$ cat config.mk
export PLATFORM = sky130hd
export DESIGN_NAME = uart_tx_mmio
export DESIGN_NICKNAME = d
export VERILOG_FILES = /design/src/rtl/uart_tx_mmio.sv
export SDC_FILE = /design/constraint.sdc
export NUM_CORES = 1
export LEC_CHECK = 0
export BUFFER_PORTS_ARGS = -buffer_cell sky130_fd_sc_hd__buf_2
export CELL_PAD_IN_SITES_DETAIL_PLACEMENT = 2
export CELL_PAD_IN_SITES_GLOBAL_PLACEMENT = 2
export CORE_ASPECT_RATIO = 1.25
export CORE_MARGIN = 2
export CORE_UTILIZATION = 29
export CTS_CLUSTER_DIAMETER = 80
export DETAILED_ROUTE_END_ITERATION = 12
export PLACE_DENSITY_LB_ADDON = 0.1
export SLEW_MARGIN = 5
export SYNTH_ARGS = -nofsm -noshare
export SYNTH_HDL_FRONTEND = slang
export SYNTH_SLANG_ARGS = --single-unit
$ cat constraint.sdc
create_clock -name clk -period 3.3 [get_ports clk]
set_clock_uncertainty 0.15 [all_clocks]
set_input_delay 0.33 -clock clk [delete_from_list [all_inputs] [get_ports clk]]
set_output_delay 0.33 -clock clk [all_outputs]
set_load 0.03 [all_outputs]
$ cat src/rtl/uart_tx_mmio.sv
`default_nettype none
// ============================================================================
// Module      : uart_tx_mmio
// Description : Memory-mapped UART transmitter. It has a DATA push port, a
//               STATUS register, a 16-bit DIVISOR register, a TX FIFO and a
//               start/8-data/stop serialiser. The FIFO is 8 deep when
//               UART_TX_FIFO_EN is defined. Otherwise it is a single holding
//               register.
// Revision    : 1.0 - initial release
// ============================================================================
module uart_tx_mmio #(
    parameter logic [31:0] BASE_MEMORY     = 32'hFFFF_FFE0,
    parameter logic [31:0] TOP_MEMORY      = 32'hFFFF_FFEB,
    parameter int          DEFAULT_DIVISOR = 16
) (
    input  logic        clk,
    input  logic        reset,
    input  logic [31:0] memAddress,
    input  logic [31:0] memWriteData,
    input  logic        memWrite,
    input  logic [3:0]  byteMask,
    output logic [31:0] memReadData,
    output logic        uart_tx
);

`ifdef UART_TX_FIFO_EN
    localparam int DEPTH = 8;
`else
    localparam int DEPTH = 1;
`endif
    localparam int CW = $clog2(DEPTH + 1);

    typedef enum logic [1:0] {ST_IDLE, ST_START, ST_DATA, ST_STOP} state_t;

    state_t       r_state, w_state_next;
    logic [15:0]  r_divisor, r_div_lat, r_clk_cnt, w_eff_div;
    logic [2:0]   r_bit_cnt;
    logic [7:0]   r_shift, w_head;
    logic [CW-1:0] r_count;
    logic         r_overflow;
    logic [31:0]  r_rdata;

    // Address decode. Word index relative to the base, so address bits [1:0] drop out.
    logic        w_in_range, w_sel_data, w_sel_status, w_sel_div, w_wr;
    logic [31:0] w_word_idx;
    assign w_in_range   = (memAddress >= BASE_MEMORY) && (memAddress <= TOP_MEMORY);
    assign w_word_idx   = (memAddress >> 2) - (BASE_MEMORY >> 2);
    assign w_sel_data   = w_in_range && (w_word_idx == 32'd0);
    assign w_sel_status = w_in_range && (w_word_idx == 32'd1);
    assign w_sel_div    = w_in_range && (w_word_idx == 32'd2);
    assign w_wr         = memWrite && w_in_range;

    logic w_unused_bits;
    assign w_unused_bits = &{1'b0, memWriteData[31:16], byteMask[3:2]};

    // FIFO control. A push into a full FIFO is accepted only when a pop frees a slot in the same cycle.
    logic w_push_req, w_push_ok, w_pop, w_full, w_empty, w_busy, w_ovf_clr, w_bit_done;
    assign w_full     = (r_count == CW'(DEPTH));
    assign w_empty    = (r_count == '0);
    assign w_push_req = w_wr && w_sel_data && byteMask[0];
    assign w_push_ok  = w_push_req && (!w_full || w_pop);
    assign w_ovf_clr  = w_wr && w_sel_status && byteMask[0] && memWriteData[3];
    assign w_busy     = (r_state != ST_IDLE);
    assign w_eff_div  = (r_divisor == 16'd0) ? 16'd1 : r_divisor;
    assign w_bit_done = (r_clk_cnt == r_div_lat - 16'd1);

`ifdef UART_TX_FIFO_EN
    logic [7:0] r_mem [DEPTH];
    logic [2:0] r_wr_ptr, r_rd_ptr;

    // Storage array. It has no reset because occupancy alone decides which entries are valid.
    always_ff @(posedge clk) begin
        if (w_push_ok) r_mem[r_wr_ptr] <= memWriteData[7:0];
    end

    // Pointers are 3 bits wide, so they wrap modulo 8 on their own.
    always_ff @(posedge clk) begin
        if (reset) begin
            r_wr_ptr <= 3'd0;
            r_rd_ptr <= 3'd0;
        end else begin
            if (w_push_ok) r_wr_ptr <= r_wr_ptr + 3'd1;
            if (w_pop)     r_rd_ptr <= r_rd_ptr + 3'd1;
        end
    end
    assign w_head = r_mem[r_rd_ptr];
`else
    logic [7:0] r_hold;

    // Single holding register. A pop in the same cycle reads the old value before it is overwritten.
    always_ff @(posedge clk) begin
        if (w_push_ok) r_hold <= memWriteData[7:0];
    end
    assign w_head = r_hold;
`endif

    // Occupancy count. Full and empty are derived from this count.
    always_ff @(posedge clk) begin
        if (reset) r_count <= '0;
        else if (w_push_ok && !w_pop) r_count <= r_count + CW'(1);
        else if (!w_push_ok && w_pop) r_count <= r_count - CW'(1);
    end

    // Sticky overflow. A dropped push in the same cycle as a clear takes precedence.
    always_ff @(posedge clk) begin
        if (reset) r_overflow <= 1'b0;
        else if (w_push_req && w_full && !w_pop) r_overflow <= 1'b1;
        else if (w_ovf_clr) r_overflow <= 1'b0;
    end

    // DIVISOR register with byte-lane enables.
    always_ff @(posedge clk) begin
        if (reset) r_divisor <= 16'(DEFAULT_DIVISOR);
        else if (w_wr && w_sel_div) begin
            if (byteMask[0]) r_divisor[7:0]  <= memWriteData[7:0];
            if (byteMask[1]) r_divisor[15:8] <= memWriteData[15:8];
        end
    end

    // Registered read mux. DATA reads and out-of-range reads return zero.
    always_ff @(posedge clk) begin
        if (reset)             r_rdata <= 32'd0;
        else if (w_sel_status) r_rdata <= {28'd0, r_overflow, w_empty, w_full, w_busy};
        else if (w_sel_div)    r_rdata <= {16'd0, r_divisor};
        else                   r_rdata <= 32'd0;
    end
    assign memReadData = r_rdata;

    // TX FSM state register.
    always_ff @(posedge clk) begin
        if (reset) r_state <= ST_IDLE;
        else       r_state <= w_state_next;
    end

    // Next-state logic. A pop happens on every frame start, including a STOP->START chain.
    always_comb begin
        w_state_next = r_state;
        w_pop        = 1'b0;
        case (r_state)
            ST_IDLE:  if (!w_empty) begin
                          w_state_next = ST_START;
                          w_pop        = 1'b1;
                      end
            ST_START: if (w_bit_done) w_state_next = ST_DATA;
            ST_DATA:  if (w_bit_done && (r_bit_cnt == 3'd7)) w_state_next = ST_STOP;
            ST_STOP:  if (w_bit_done) begin
                          if (!w_empty) begin
                              w_state_next = ST_START;
                              w_pop        = 1'b1;
                          end else begin
                              w_state_next = ST_IDLE;
                          end
                      end
            default:  w_state_next = ST_IDLE;
        endcase
    end

    // Bit timing and shift datapath. Each frame start loads the byte and freezes the divisor.
    always_ff @(posedge clk) begin
        if (reset) begin
            r_clk_cnt <= 16'd0;
            r_bit_cnt <= 3'd0;
            r_shift   <= 8'd0;
            r_div_lat <= 16'd1;
        end else if (w_pop) begin
            r_shift   <= w_head;
            r_div_lat <= w_eff_div;
            r_clk_cnt <= 16'd0;
            r_bit_cnt <= 3'd0;
        end else if (r_state != ST_IDLE) begin
            if (w_bit_done) begin
                r_clk_cnt <= 16'd0;
                if (r_state == ST_DATA) begin
                    r_shift   <= r_shift >> 1;
                    r_bit_cnt <= r_bit_cnt + 3'd1;
                end
            end else begin
                r_clk_cnt <= r_clk_cnt + 16'd1;
            end
        end
    end

    // Serial line driven from registered state. The line idles high.
    always_comb begin
        uart_tx = 1'b1;
        case (r_state)
            ST_START: uart_tx = 1'b0;
            ST_DATA:  uart_tx = r_shift[0];
            default:  uart_tx = 1'b1;
        endcase
    end

endmodule
`default_nettype wire

* Word-level counts from Yosys, hierarchy flattened
Cells that the tools add are included.
** Operators by class
- Bitwise gates (word level) :: 2
- Add/sub/neg operators :: 6
- Multiplexer cells :: 22
- Order comparisons :: 2
- Eq/ne operators :: 11
- Reduce and logical (&&, ||, !) cells :: 38
** Operators with widths (number)
- == test 32 x 1 -> 1 bit (second input constant) :: 1
- == test 32 x 2 -> 1 bit (second input constant) :: 1
- greater-or-equal comparator 32 bit (second input constant) :: 1
- less-or-equal comparator 32 bit (second input constant) :: 1
- logical NOT 32 bit :: 1
- 2-to-1 mux 16 bit :: 2
- 2-to-1 mux 8 bit :: 4
- subtractor 30 x 30 -> 31 bit (second input constant) :: 1
- logical AND 1 bit :: 17
- adder 16 x 1 -> 16 bit (second input constant) :: 1
- == test 16 bit :: 1
- logical NOT 16 bit :: 1
- subtractor 16 x 1 -> 16 bit (second input constant) :: 1
- nonzero test 2 bit :: 6
- 2-to-1 mux 2 bit :: 4
- 2-to-1 mux 4 bit :: 2
- != test 2 bit (second input constant) :: 4
- case mux 2 bit (4 select lines) :: 1
- 2-to-1 mux 1 bit :: 7
- AND reduction 3 bit :: 2
- == test 2 bit (second input constant) :: 2
- case mux 1 bit (2 select lines) :: 2
- AND reduction 2 bit :: 2
- AND reduction 4 bit :: 1
- 11 further kinds :: 15
** Word-level totals
- Logic and storage cells :: 94
- Output and inout port bits :: 33
- Register bits :: 103
- Bits of input ports :: 71

* Depth between registers and ports, before layout
- Depth after elaboration :: 10
- Gate-level depth with buffers :: 12
- Mapped depth without buffers :: 10

* Worst setup path after synthesis
OpenSTA, ideal clock, no wires.
- Path kind :: flip-flop to flip-flop
- Start point :: register r_div_lat[0]
- End point :: register r_hold[0] (enable)
- Buffers on the path :: 2
- Library setup time :: 0.375 ns
- Arrival time :: 2.764 ns
- Stages on the path, launching flop included :: 12
- Data required time :: 2.775 ns
- Slack :: 0.010 ns
- Period minus slack after synthesis :: 3.290 ns
- Cells stage by stage :: dfxtp_1 -> inv_1 -> ha_1 -> or4b_1 -> clkbuf_1 -> nor3_1 -> xnor2_1 -> o221a_1 -> nand4_1 -> o21a_2 -> buf_4 -> a21oi_1
** On the way
- Word-level cells in the longest chain between the ends :: 6
** RTL lines
- from (decl) :: line 36 : logic [15:0] r_divisor, r_div_lat, r_clk_cnt, w_eff_div;
- from (signal assigned) :: line 167 : r_div_lat <= w_eff_div;
- subtractor 16 x 1 -> 16 bit :: line 65 : assign w_bit_done = (r_clk_cnt == r_div_lat - 16'd1);
- == test 16 bit :: line 65
- 2-to-1 mux 1 bit :: line 146 : ST_STOP: if (w_bit_done) begin
- case mux 1 bit (2 select lines) :: line 139 : case (r_state)
- logical OR 1 bit :: line 61 : assign w_push_ok = w_push_req && (!w_full || w_pop);
- logical AND 1 bit :: line 61
- named net w_push_ok :: line 57 : logic w_push_req, w_push_ok, w_pop, w_full, w_empty, w_busy, w_ovf_clr, w_bit_done;
- to (signal assigned) :: line 92 : if (w_push_ok) r_hold <= memWriteData[7:0];
- to (decl) :: line 88 : logic [7:0] r_hold;
The timed path passes the listed nets, and every way through them passes these cells.
A chain may end at the register's enable or synchronous reset.

* Worst setup path after layout
Ends and elaborated chain as after synthesis.

==> qor.csv <==
metric;value;unit
chip height;141.2;um
total core area;0.01483;mm^2
dominant synthesized flop cell;dfxtp_1;
crit end category;flip-flop;
worst-path maximum fanout;8;
Reg clk slew, reported paths;0.07;ns
Inst Count DP;710;
CP Data Required Time;3.21;ns
Final min period;3.199;ns
GRT Total Usage;0.1687;
cell taking the most area after synthesis;dfxtp_1;
Non-Filler Instances;726;
first-pass GRT wire length;20.99;mm
total negative slack;0;ns
met1 Usage GRT;0.1958;
GRT Max-Usage Layer;met2;
Power Density;434.5;mW/mm^2
die area;0.01606;mm^2
Layout Utilization;0.3552;
vias per cell;4.999;
final worst slack;0.1012;ns
Setup-failing EPs final;0;
Max Cap Violations;0;
drt initial violations;98;
post-synthesis simple-gate area fraction;0.2312;
antenna violations before repair;0;
Final Cycle Share;0.9693;
compound-gate portion of the synthesized area;0.1054;
Post-synth ARST share;0;
Warnings, synthesis;0;
WL per Instance;17.56;um
#FFs+latches synth;87;
highest clock rate;312.6;MHz
Mapped Area;0.004367;mm^2
ANT nets after route;0;
worst endpoint data arrival time;3.11;ns
# clock sinks;87;
Cells after Synth;462;
Initial Util;0.2945;
router iterations before antenna repair;4;
Static Leak;2.325;nW
Post-CTS Setup Bufs;0;
WL final;12.75;mm
largest net degree at the start of global routing;28;
clock latency on the worst-skew pair;0.36;ns
outcome;finished clean;
met3 global-route usage;0.02408;
kind of critical path;reg2reg;
share of layout cells above drive strength 1;0.2371;
Placer Congestion;0.7814;
area added between synthesis and finish;20.60;%
Post-Place Setup Slack;0.05643;ns
width of the chip;113.8;um
Worst Tran Pin Value;0.5616;ns
largest family of logic cells by synthesized area;simple AND/OR/NAND/NOR gates;
CTS buffer count;9;
number of library cell types mapped by synthesis;65;
max_slew headroom;0.6159;
root buf cell;clkbuf_16;
worst vdd ir;0.2133;mV
met2 Use GR;0.3044;
clk buf depth;2;
hold crit path type;in2reg;
HPWL after DPL;9.885;mm
Startpoint Class;flip-flop;
Via Count;3629;
Slew Limit Fails;0;
RSZ-0062 raised after global routing;false;
Synth area leaders;dfxtp_1 (36%), mux2i_1 (8.5%), edfxtp_1 (5.5%);
number of flops mapped to enable cells by yosys;8;
Synth Area in Adders;0.02579;
Buffers on Ports;67;
CTS tree;done;
final hold violation count;0;
total grt overflow;0;
Avg Cell Area, Syn;9.452;um^2
DRC Markers;0;
final net count;619;
Row Count;50;
part of the Yosys area used for sequential elements;0.4172;
post-synth top area share;0.3622;
vias in the first global route;3932;
Synth Area in XOR/XNOR;0.07192;
mux cell area share after synthesis;0.08481;
Fillers;1662;
ANT cells;0;
H-tree depth;3;
I/O Pins;104;
## synth_stat cells, drive strengths merged (3+ instances only)
| master | n |
|---|---|
| a31oi | 4 |
| ha | 9 |
| a41oi | 3 |
| and3 | 15 |
| buf | 25 |
| nor2b | 4 |
| inv | 12 |
| edfxtp | 8 |
| xor2 | 12 |
| o31a | 3 |
| nor2 | 57 |
| mux2i | 37 |
| nor3 | 12 |
| nand2 | 21 |
| nor4 | 7 |
| a22o | 3 |
| xnor2 | 23 |
| o21ai | 14 |
| dfxtp | 79 |
| nand4 | 9 |
| nand3 | 17 |
| clkbuf | 10 |
| nand2b | 6 |
| a21oi | 13 |
| or3 | 4 |
| nor4b | 3 |
| and2 | 14 |
| a31o | 7 |
## power by group
group	leakage (nW)	switching [W]	internal, W	total (W)
Clock	0.158	0.000505	0.000622	0.00113
Sequential	0.708	0.00000000000000176	0.00106	0.00106
Combinational	1.46	0.0000644	0.0000329	0.0000972
## cells in the final DEF (no fill, tap or decap), types with 3 or more instances in the layout
cell type / Yosys / routed
inv_8: 0 / 3
a31o_1: 7 / 7
o21ai_0: 12 / 12
nand4_1: 8 / 8
xor2_1: 12 / 12
inv_1: 12 / 12
nand2_1: 19 / 19
mux2i_1: 37 / 37
buf_2: 3 / 67
a22o_1: 3 / 3
nor2b_1: 4 / 4
and3_1: 15 / 15
a21oi_1: 13 / 13
xnor2_1: 22 / 22
a31oi_1: 4 / 4
nor2_2: 10 / 10
dfxtp_1: 79 / 79
conb_1: 1 / 16
nor4_1: 6 / 4
nor4_2: 1 / 3
or3_1: 3 / 3
nand2b_1: 6 / 6
and2_1: 14 / 14
buf_4: 19 / 17
nor2_1: 47 / 47
edfxtp_1: 8 / 8
ha_1: 9 / 9
a41oi_1: 3 / 3
nor3_1: 12 / 12
nand3_1: 17 / 17
clkbuf_16: 0 / 11
## stage by stage
step	total power, W	hold slack [ns]	area (um^2)
finish	0.002288	0.01976	5266
global route	0.002375	0.008893	5266
CTS	0.002314	0.01224	5254
detailed placement	0.001188	0.3447	4925
global placement	0.001187	0.3170	4925
floorplan	0.001155	0.2789	4423
## flip-flops by register name, indices dropped and copies added (netlist names)
signal,flops
r_overflow,1
memReadData,16
r_state,2
r_shift,8
r_clk_cnt,16
r_hold,8
r_count,1
r_div_lat,16
r_bit_cnt,3
r_divisor,16
## worst paths after layout
check / depth (start not counted) / slack, ns / end / startpoint
hold reg to reg: 2 / 0.35 / r_shift[7] / r_shift[7]
hold / removal: 1 / 0.02 / r_hold[7] / memWriteData[7]
setup / recovery: 10 / 0.10 / r_hold[0] / r_div_lat[0]
setup reg to reg: 10 / 0.10 / r_hold[0] / r_div_lat[0]
## layer usage
layer / routed length, um / vias up / share of wire
met2: 6752 / 69 / 0.53
met3: 376 / 16 / 0.029
met1: 5327 / 1785 / 0.42
met5: 0 / - / 0
li1: - / 1759 / -
met4: 294 / 0 / 0.023
## critical path: stages, from the launching register on
cell and delay, ns:
dfxtp_1 0.37, inv_1 0.11, ha_1 0.23, or4b_4 0.54
nor3_1 0.26, xnor2_1 0.21, o221a_1 0.27, nand4_1 0.13
o21a_2 0.26, a21oi_1 0.14, buf_4 0.22
## repair_timing
action | 4_1_cts | 5_1_grt
endpoints found under the setup margin | 7 | 9
gates resized for setup | 1 | 2
pin swaps | 0 | 0
hold buffers | 0 | 0
## final cells by class
class / instances / area [um^2] / share of cell area
multi-input combinational: 343 / 2344 / 0.4450
sequential: 87 / 1822 / 0.3459
timing repair buffer: 86 / 503.0 / 0.09551
clock buffer: 11 / 275.3 / 0.05227
tap: 182 / 227.7 / 0.04324
clock inverter: 5 / 50.05 / 0.009503
inverter: 12 / 45.04 / 0.008553
## logic make-up (layout without fill, tap and decap cells)
logic type	Yosys count	in the layout
fa+ha+maj	9	9
xor+xnor	35	35
simple gates	182	182
mux	37	37
buf+inv	47	114
other cells	1	16
flops	87	87
compound gates	64	64
(Power assumes the default switching activity.)
